`config.mk`:
```
export PLATFORM = sky130hd
export DESIGN_NAME = shift_pin_sin
export DESIGN_NICKNAME = d
export VERILOG_FILES = /design/src/rtl/shift_pin_sin.sv
export SDC_FILE = /design/constraint.sdc
export NUM_CORES = 1
export LEC_CHECK = 0
export ABC_AREA = 0
export CORE_UTILIZATION = 41
export DETAILED_ROUTE_END_ITERATION = 8
export GPL_TIMING_DRIVEN = 0
export HOLD_SLACK_MARGIN = 0.05
export PLACE_DENSITY = 0.66
export RECOVER_POWER = 25
export SLEW_MARGIN = 20
export SYNTH_ARGS = -nofsm -noshare
export SYNTH_HDL_FRONTEND = slang
export SYNTH_SLANG_ARGS = --single-unit
```
`constraint.sdc`:
```
create_clock -name i_c -period 1.3 [get_ports i_c]
set_clock_uncertainty 0.05 [all_clocks]
set_input_delay 0.26 -clock i_c [delete_from_list [all_inputs] [get_ports i_c]]
set_output_delay 0.26 -clock i_c [all_outputs]
set_load 0.1 [all_outputs]
```
`src/rtl/shift_pin_sin.sv`:
```
// Serial-in/parallel-out pin receiver: synchronises SCLK/SDI/SLATCH, shifts MSB first and
// publishes whole frames through a valid/ack handshake. Optional macro SHIFT_PIN_SIN_PARITY_EN.
module shift_pin_sin #(
    parameter int unsigned WIDTH = 8,
    parameter int unsigned SYNC  = 2
) (
    input  logic                         i_c,
    input  logic                         i_rst_n,
    input  logic                         i_sclk,
    input  logic                         i_sdi,
    input  logic                         i_slatch,
    input  logic                         i_qack,
    output logic [WIDTH-1:0]             o_q,
    output logic                         o_qvalid,
    output logic                         o_frame_err,
    output logic                         o_overrun,
    output logic [$clog2(WIDTH+3)-1:0]   o_bitcnt
);

`ifdef SHIFT_PIN_SIN_PARITY_EN
    localparam int unsigned FL = WIDTH + 1;
`else
    localparam int unsigned FL = WIDTH;
`endif
    localparam int unsigned SRW = FL;
    localparam int unsigned CW  = $clog2(WIDTH + 3);
    localparam int unsigned AW  = $clog2(SYNC + 2);

    logic [SYNC-1:0]  r_sclk_sync;
    logic [SYNC-1:0]  r_sdi_sync;
    logic [SYNC-1:0]  r_slatch_sync;
    logic             r_sclk_prev;
    logic             r_slatch_prev;
    logic [AW-1:0]    r_arm;
    logic [SRW-1:0]   r_sr;
    logic [CW-1:0]    r_bitcnt;
    logic             r_latch_pend;
    logic [WIDTH-1:0] r_q;
    logic             r_qvalid;
    logic             r_frame_err;
    logic             r_overrun;

    logic             w_armed;
    logic             w_shift;
    logic             w_latch;
    logic             w_par_ok;
    logic             w_good;
    logic             w_bad;
    logic             w_load;
    logic [WIDTH-1:0] w_data;

    always_comb begin
        w_armed = (r_arm == AW'(SYNC + 1));
        w_shift = w_armed & r_sclk_sync[SYNC-1] & ~r_sclk_prev;
        w_latch = w_armed & r_slatch_sync[SYNC-1] & ~r_slatch_prev;
`ifdef SHIFT_PIN_SIN_PARITY_EN
        w_par_ok = ^r_sr;
`else
        w_par_ok = 1'b1;
`endif
        // Latch is judged one cycle after its edge so a coincident shift is already in sr.
        w_good = r_latch_pend & (r_bitcnt == CW'(FL)) & w_par_ok;
        w_bad  = r_latch_pend & ~((r_bitcnt == CW'(FL)) & w_par_ok);
        w_load = w_good & (~r_qvalid | i_qack);
        w_data = r_sr[SRW-1 -: WIDTH];
    end

    always_ff @(posedge i_c) begin
        if (!i_rst_n) begin
            r_sclk_sync   <= '0;
            r_sdi_sync    <= '0;
            r_slatch_sync <= '0;
            r_sclk_prev   <= 1'b0;
            r_slatch_prev <= 1'b0;
            r_arm         <= '0;
            r_sr          <= '0;
            r_bitcnt      <= '0;
            r_latch_pend  <= 1'b0;
            r_q           <= '0;
            r_qvalid      <= 1'b0;
            r_frame_err   <= 1'b0;
            r_overrun     <= 1'b0;
        end else begin
            r_sclk_sync   <= {r_sclk_sync[SYNC-2:0], i_sclk};
            r_sdi_sync    <= {r_sdi_sync[SYNC-2:0], i_sdi};
            r_slatch_sync <= {r_slatch_sync[SYNC-2:0], i_slatch};
            // History keeps loading while unarmed so a pin held high never looks like an edge.
            r_sclk_prev   <= r_sclk_sync[SYNC-1];
            r_slatch_prev <= r_slatch_sync[SYNC-1];
            if (!w_armed) begin
                r_arm <= r_arm + AW'(1);
            end
            if (w_shift) begin
                r_sr <= {r_sr[SRW-2:0], r_sdi_sync[SYNC-1]};
            end
            if (r_latch_pend) begin
                r_bitcnt <= w_shift ? CW'(1) : '0;
            end else if (w_shift && r_bitcnt != CW'(FL + 1)) begin
                r_bitcnt <= r_bitcnt + CW'(1);
            end
            r_latch_pend <= w_latch;
            r_frame_err  <= w_bad;
            if (w_load) begin
                r_q      <= w_data;
                r_qvalid <= 1'b1;
            end else if (i_qack) begin
                r_qvalid <= 1'b0;
            end
            if (w_good && r_qvalid && !i_qack) begin
                r_overrun <= 1'b1;
            end else if (i_qack && r_qvalid) begin
                r_overrun <= 1'b0;
            end
        end
    end

    assign o_q         = r_q;
    assign o_qvalid    = r_qvalid;
    assign o_frame_err = r_frame_err;
    assign o_overrun   = r_overrun;
    assign o_bitcnt    = r_bitcnt;

endmodule
```
# Yosys cells after proc, flatten, opt, wreduce, memory -nomap -nowiden
# Cells that the tools add are included.
[op_classes]
reduce_logical = 8
bitwise = 12
eq_ne = 3
multipliers = 0
magnitude_cmp = 0
div = 0
shift = 0
n_addsub = 2
mux = 7
[ops]
columns = ["operator", "count"]
rows = [
  ["2-to-1 mux 4 bit", 2],
  ["AND 1 bit", 7],
  ["nonzero test 2 bit", 3],
  ["2-to-1 mux 1 bit", 5],
  ["adder 4 x 1 -> 4 bit (second input constant)", 1],
  ["equality test 4 bit (second input constant)", 1],
  ["logical AND 1 bit", 4],
  ["!= test 4 bit (second input constant)", 1],
  ["inverter 1 bit", 4],
  ["adder 2 x 1 -> 2 bit (second input constant)", 1],
  ["equality test 2 bit (second input constant)", 1],
  ["zero test 1 bit", 1],
  ["bitwise OR 1 bit", 1],
]
[totals]
latch_bits = 0
mem_bits_ro = 0
ram_bits = 0
mem_count = 0
output_inout_bits = 15
regBits = 34

# Longest topological paths before layout
# Gate-level depths: netlist (run 1).
[logic_depth]
word_depth = 6
depth_mapped = 5

# Worst setup path before layout (run 1)
# No wires, ideal clock.
[synth_path]
path_kind = "register to register"
start = "reg r_bitcnt[1], in the netlist o_bitcnt[1]"
end = "reg r_bitcnt[0], in the netlist o_bitcnt[0]"
setup_slack_ps = -706
n_path_buf = 0
path_stages_with_launch = 6
synth_period_minus_slack_ps = 2006
arrival_time_ps = 1836
path_cell_list = "dfxtp_1 inv_1 ha_1 nand3b_1 a211oi_1 o31a_1"
[synth_via]
elab_chain_cells = 3
[synth_lines]
columns = ["element", "line", "text"]
rows = [
  ["from (decl)", "36", "logic [CW-1:0] r_bitcnt;"],
  ["from (signal assigned)", "97", "r_bitcnt <= w_shift ? CW'(1) : '0;"],
  ["from (signal assigned)", "99", "r_bitcnt <= r_bitcnt + CW'(1);"],
  ["!= test 4 bit", "98", "end else if (w_shift && r_bitcnt != CW'(FL + 1)) begin"],
  ["logical AND 1 bit", "98", ""],
  ["nonzero test 2 bit (no line)", "-", ""],
]
# Every way passes these cells.
# A chain may end at the register's enable or synchronous reset.

# Worst setup path after layout (run 1)
[layout_path]
start = "reg r_arm[1]"
end = "reg r_bitcnt[0], in the netlist o_bitcnt[0]"
[layout_via]
elab_chain_cells = 5
elab_cells_between_ends = 7
cone_classes = "1 x eq/ne; 2 x mux; 2 x bitwise; 2 x reduce/logical"
[layout_lines]
columns = ["element", "line", "text"]
rows = [
  ["from (decl)", "34", "logic [AW-1:0] r_arm;"],
  ["from (signal assigned)", "91", "r_arm <= r_arm + AW'(1);"],
  ["equality test 2 bit (*)", "53", "w_armed = (r_arm == AW'(SYNC + 1));"],
  ["AND 1 bit (*) (2 in series)", "54", "w_shift = w_armed & r_sclk_sync[SYNC-1] & ~r_sclk_prev;"],
  ["2-to-1 mux 1 bit or logical AND 1 bit (tied branches)", "97, 98", ""],
  ["2-to-1 mux 4 bit or nonzero test 2 bit (tied branches)", "-", ""],
]
# Every way passes the cells marked *; elsewhere a longest branch is shown, timed or not.

==> reports/results.ini, run 1 <==
[status]
status=finished with violations
violations=setup timing

[final_layout]
drive_gt1_frac=0.3143
antenna-diode-count=0
layout_common_cells=nand2_1, dfxtp_1, and2_1
final_common_cell=nand2_1
nets=184
area_growth_pct=38.69

[place]
gp_congestion=0.8633
port_buffers=20
dp_hpwl_um=1597

[yosys]
yosys.area_share.simple=0.2272
synth-adder-area-share=0.03756
ys_seq_area_frac=0.5108
ys.warnings.count=0
syn_inst=137
ys_seq_elements=34
synth-xor-area-share=0.006573
ys_types=30
synth_compound_area_frac=0.1108
synth_area_mm2=0.001333
synth_top_family_by_area=simple AND/OR/NAND/NOR gates
synth_nets=147
synthMuxAreaShare=0.06761
syn_area_per_cell_um2=9.726

[power]
p_comb_frac=0.073
p_sw_w=0.0004384
powerDensity_mw_per_mm2=992.4
power_w=0.001834
p_sw_frac=0.2390
intPower_w=0.001396
p_clk_frac=0.339
leakage_nw=0.7453
seq_power_share=0.588
vdd_drop_max_mv=0.7615

[drt]
num_vias=1043
wl_um=2450
detail-route-antenna-nets=0
vias_per_cell=4.763
drt_iter0_markers=19
wire_per_inst_um=11.19
drt_pre_antenna_iters=4
drc=0

[setup_path]
crit_slowest_cell=dfxtp_1
reg2reg_depth=4
critPathCaptureType=flop
worst_ep_arrival_time_ps=1500
worstSetupStartpointType=flop
cp.depth=4
critPathCapture=o_bitcnt[0]$_SDFFE_PN0P_
crit_family=flip-flops
reg2reg_slack_ps=-10
crit_fanout=4
reg2reg_to=o_bitcnt[0]$_SDFFE_PN0P_
cp_cell_sequence=ha_4 > and3b_2 > a211oi_1 > o31a_1
slowest_delay_ps=400
path_buf_inv=0
worst_r2r_startpoint=r_arm[1]$_SDFFE_PN0P_
crit_start=r_arm[1]$_SDFFE_PN0P_
cp.required_ps=1490
critPathKind=flop to flop

[floorplan]
num_rows=20
die-area_mm2=0.003482
start_util=0.4329
fp.dieW_um=59.01
core_mm2=0.003078
pin_count=21
die_h_um=59.01

[grt]
grt_pass1_wl_um=3926
grt_max_degree=12
grt.total_usage=0.1583
grt_antenna_before_repair=0
grt_pass1_vias=894
grt-ovfl-total=0

[clock_network]
cts-root-buf=clkbuf_4
htreeDepth=2
clk_path_buf_depth=2
insertion_delay_ps=350
cts_tree=built
cts_sinks=34
clk_pin_slew_ps=100
cts_buffers=5
postCtsHoldBufs=0

[sta]
finalHoldViolCount=0
fin_crit_sh=1.010
rsz0062_at_grt=yes
slew_violations=0
fin_ws_ps=-12.90
tns_ps=-12.90
fmax_ghz=0.7617
max_slew_margin=0.7658
tightest_slew_ps=351.3
period_needed_ps=1313
setup_viol=1
hold-worst-slack_ps=380.1

[flow_run]
maxCapViolCount=0

[min_path]
hold_path_class=flop to flop

-- sequential cells by signal, indices dropped and copies added, names as in the netlist --
name           count
o_q                8
r_sr               8
o_bitcnt           4
r_arm              2
r_sclk_sync        2
r_sdi_sync         2
r_slatch_sync      2
o_frame_err        1
o_overrun          1
o_qvalid           1
r_latch_pend       1
r_sclk_prev        1
r_slatch_prev      1
-- per-layer routing --
layer	track usage	wire [um]
met1	0.1849	1157
met2	0.2435	1060
met3	0.06550	151
met4	0.09184	80
met5	0	0
-- cell usage after synthesis --
cell type	instances	share of area
dfxtp_1	34	0.51
a21boi_0	8	0.045
ha_1	4	0.038
nand3b_1	2	0.011
inv_1	5	0.014
o221a_2	1	0.0085
nor3_1	1	0.0038
clkbuf_1	2	0.0056
buf_2	3	0.011
nor2_1	1	0.0028
and3b_1	2	0.013
a21oi_1	3	0.011
o31a_1	1	0.0066
or3_1	1	0.0047
a31oi_1	1	0.0047
o21ai_0	3	0.011
mux2i_1	9	0.068
and2_1	11	0.052
a21o_1	1	0.0056
nand4b_4	1	0.018
nand3_1	2	0.0075
nand4_1	1	0.0047
nand2b_1	1	0.0047
nand2_1	33	0.093
a211oi_1	1	0.0056
a21oi_4	1	0.012
xnor2_1	1	0.0066
nor2b_1	1	0.0047
and3b_2	1	0.0075
buf_6	1	0.0085
-- layout make-up --
cell class / instances / area [um^2]
tap: 44 / 55.05
clock inverter: 2 / 11.26
buffer: 6 / 41.29
multi-input combinational: 92 / 628.1
sequential: 34 / 699.4
inverter: 5 / 23.77
timing repair buffer: 30 / 337.8
fill: 274 / 1230
clock buffer: 6 / 51.30
-- metrics by stage --
stage,std cells,worst slack [ps],util,area (um^2)
final,219,-12.90,0.6004,1848
after global routing,219,-92.78,0.6004,1848
after CTS,214,-20.98,0.5764,1774
after detailed placement,201,-521.5,0.5280,1625
after global placement,201,-516.8,0.5280,1625
after floorplan,137,-111.6,-,1370
-- tightest hold or removal path, stage by stage (launching register included) --
cell,delay [ps]
dfxtp_1,310
nand2_1,40
a21boi_1,50
-- power groups by stage --
stage | logic (W) | clock network [W] | registers (W)
2_1_floorplan | 0.0000692 | 0 | 0.00110
3_3_place_gp | 0.000104 | 0 | 0.00109
3_5_place_dp | 0.000107 | 0 | 0.00110
4_1_cts | 0.000130 | 0.000652 | 0.00108
5_1_grt | 0.000151 | 0.000696 | 0.00108
6_report | 0.000133 | 0.000623 | 0.00108
-- kinds of logic after synthesis --
| family | count (synthesis) |
|---|---|
| compound gates | 20 |
| xor+xnor | 1 |
| fa+ha+maj | 4 |
| buf+inv | 11 |
| flops | 34 |
| mux | 9 |
| simple gates | 58 |
-- timing repair --
item	4_1_cts	5_1_grt
gates cloned	0	1
setup endpoints to repair	36	22
resized for setup	111	19
setup buffers	5	4
pin swaps	4	4
-- worst min-delay path by stage --
stage | startpoint | end | slack, ps | cells after the start
3_3_place_gp | r_slatch_sync[0]$_SDFF_PN0_ | r_slatch_sync[1]$_SDFF_PN0_ | 360 | 1
2_1_floorplan | i_sclk | r_sclk_sync[0]$_SDFF_PN0_ | 340 | 1
4_1_cts | r_sdi_sync[0]$_SDFF_PN0_ | r_sdi_sync[1]$_SDFF_PN0_ | 400 | 1
5_1_grt | r_slatch_sync[0]$_SDFF_PN0_ | r_slatch_sync[1]$_SDFF_PN0_ | 410 | 1
6_report | r_sdi_sync[1]$_SDFF_PN0_ | r_sr[0]$_SDFFE_PN0P_ | 380 | 2
3_5_place_dp | r_sclk_sync[0]$_SDFF_PN0_ | r_sclk_sync[1]$_SDFF_PN0_ | 370 | 1
No activity file was read; power rests on OpenSTA's default activity.
==> inputs of run 2 (changes only) <==
--- a/config.mk
+++ b/config.mk
@@ -16,3 +16,4 @@
 export SYNTH_ARGS = -nofsm -noshare
 export SYNTH_HDL_FRONTEND = slang
 export SYNTH_SLANG_ARGS = --single-unit
+export TNS_END_PERCENT = 30
==> run 2 against run 1 <==
  * The run still ends with setup timing left
  * Flip-flop and latch count unchanged
  * Wire length fell by 3.4%
  * Sequential power about the same
  * Sequential share of layout area up 0.86 points
  * Core utilization decreased by 1.3 points
  * Global-route usage shrank 0.093 points
  * Clock power hardly changed
  * Cell count down 1.8%
  * Combinational power shrank 9.8%
  * Critical endpoint unchanged
  * Die area stayed put
  * Register-to-register slack barely moved
==> reports/results.ini, run 2 (synthesis gave the netlist of run 1 again) <==
[drt]
drc=0  ; unchanged
wire_per_inst_um=11.01  ; -1.6%
detail-route-antenna-nets=0  ; unchanged
wl_um=2367  ; -3.4%
vias_per_cell=4.642  ; -2.5%
drt_iter0_markers=27  ; +8
num_vias=998  ; -4.3%
drt_pre_antenna_iters=4  ; unchanged

[clock_network]
insertion_delay_ps=340  ; about the same
cts_sinks=34  ; unchanged
cts_buffers=5  ; unchanged
cts-root-buf=clkbuf_4
clk_pin_slew_ps=100  ; about the same
htreeDepth=2  ; unchanged
cts_tree=built
clk_path_buf_depth=2  ; unchanged

[status]
violations=setup timing
status=finished with violations

[grt]
grt-ovfl-total=0  ; unchanged
grt.total_usage=0.1573  ; -0.0009255
grt_antenna_before_repair=0  ; unchanged
grt_max_degree=12  ; unchanged
grt_pass1_wl_um=3898  ; -0.71%
grt_pass1_vias=884  ; -1.1%

[floorplan]
pin_count=21  ; unchanged
num_rows=20  ; unchanged
core_mm2=0.003078  ; unchanged
start_util=0.4329  ; unchanged
fp.dieW_um=59.01  ; unchanged
die-area_mm2=0.003482  ; unchanged
die_h_um=59.01  ; unchanged

[setup_path]
critPathKind=flop to flop
slowest_delay_ps=400  ; about the same
crit_slowest_cell=dfxtp_1
cp_cell_sequence=ha_4 > and3b_2 > a211oi_1 > o31a_1
crit_fanout=4  ; unchanged
worst_ep_arrival_time_ps=1500  ; about the same
crit_family=flip-flops
worstSetupStartpointType=flop
critPathCaptureType=flop
path_buf_inv=0  ; unchanged
cp.required_ps=1480  ; about the same

[sta]
fin_crit_sh=1.013  ; +0.002775
tightest_slew_ps=351.3  ; -0.05817 ps
finalHoldViolCount=0  ; unchanged
slew_violations=0  ; unchanged
max_slew_margin=0.7658  ; about the same
hold-worst-slack_ps=391.2  ; +11.07 ps
period_needed_ps=1317  ; +3.608 ps
fin_ws_ps=-16.51  ; -3.607 ps
setup_viol=1  ; unchanged
fmax_ghz=0.7596  ; -0.27%
rsz0062_at_grt=yes

[final_layout]
antenna-diode-count=0  ; unchanged
drive_gt1_frac=0.2982  ; -0.01604
final_common_cell=nand2_1
nets=180  ; -2.2%
layout_common_cells=nand2_1, dfxtp_1, and2_1
area_growth_pct=35.59

[place]
place_ws_ps=-521.5  ; unchanged
dp_hpwl_um=1597  ; unchanged
gp_congestion=0.8633  ; unchanged
port_buffers=20  ; unchanged

[power]
power_w=0.001826  ; -0.45%
powerDensity_mw_per_mm2=1010  ; +1.8%
vdd_drop_max_mv=0.7357  ; -3.4%
leakage_nw=0.7185  ; -3.6%

[flow_run]
maxCapViolCount=0  ; unchanged

[min_path]
hold_path_class=flop to flop

## run 2: cell count changes in the layout (fill, tap and decap cells not counted), sizes merged
cell  change
buf       -4
## run 2: area by class of cell
| cell class | count | area (um^2) |
|---|---|---|
| Fill cell | 282 | 1271 |
| Tap cell | 44 | 55.05 |
| Clock inverter | 2 | 11.26 |
| Clock buffer | 6 | 51.30 |
| Sequential cell | 34 | 699.4 |
| Buffer | 6 | 37.54 |
| Inverter | 5 | 23.77 |
| Timing Repair Buffer | 26 | 300.3 |
| Multi-Input combinational cell | 92 | 628.1 |
## run 2: stage by stage
step                      instance area [um^2]    util  instances  setup TNS (ps)
final                                     1807  0.5870        215          -16.51
after global routing                      1807  0.5870        215           -1002
after CTS                                 1740  0.5654        210          -119.8
after detailed placement                  1625  0.5280        201          -13960
after global placement                    1625  0.5280        201          -13780
after floorplan                           1370       -        137           -1064
## run 2: timing repair
| action | 4_1_cts | 5_1_grt |
|---|---|---|
| gates cloned | 0 | 0 |
| gates resized for setup | 110 | 9 |
| pin swaps | 1 | 5 |
| hold buffers | 0 | 0 |
| setup buffers | 1 | 5 |
| endpoints found under the setup margin | 36 | 26 |
## run 2: worst reg2reg max path, cell delays in order (launching register included)
cell and delay (ps):
dfxtp_1 400, ha_4 160, and3b_2 220, a211oi_1 80
o31a_1 300
## run 2: path summary, 6_finish.rpt
| kind | endpoint | cells past startpoint | start | slack [ps] |
|---|---|---|---|---|
| setup / recovery | o_bitcnt[0]$_SDFFE_PN0P_ | 4 | r_arm[1]$_SDFFE_PN0P_ | -20 |
| hold / removal | r_sdi_sync[1]$_SDFF_PN0_ | 1 | r_sdi_sync[0]$_SDFF_PN0_ | 390 |
| setup reg to reg | o_bitcnt[0]$_SDFFE_PN0P_ | 4 | r_arm[1]$_SDFFE_PN0P_ | -20 |
| hold reg to reg | r_sdi_sync[1]$_SDFF_PN0_ | 1 | r_sdi_sync[0]$_SDFF_PN0_ | 390 |
## run 2: routing by layer
layer	routed length [um]	track usage
met1	1203	0.1863
met2	993	0.2386
met3	114	0.06550
met4	56	0.09184
met5	0	0
## run 2: power by group
group | internal [W] | leakage (nW) | total [W] | switching (W)
Combinational | 0.0000647 | 0.400 | 0.000120 | 0.0000558
Clock | 0.000262 | 0.0386 | 0.000626 | 0.000364
Sequential | 0.00106 | 0.280 | 0.00108 | 0.0000198
==> inputs of run 3 (changes only) <==
--- a/config.mk
+++ b/config.mk
@@ -6,6 +6,7 @@
 export NUM_CORES = 1
 export LEC_CHECK = 0
 export ABC_AREA = 0
+export CAP_MARGIN = 20
 export CORE_UTILIZATION = 41
 export DETAILED_ROUTE_END_ITERATION = 8
 export GPL_TIMING_DRIVEN = 0
==> results of run 3 <==
Final layout, timing and power as in run 2 (identical DEF).
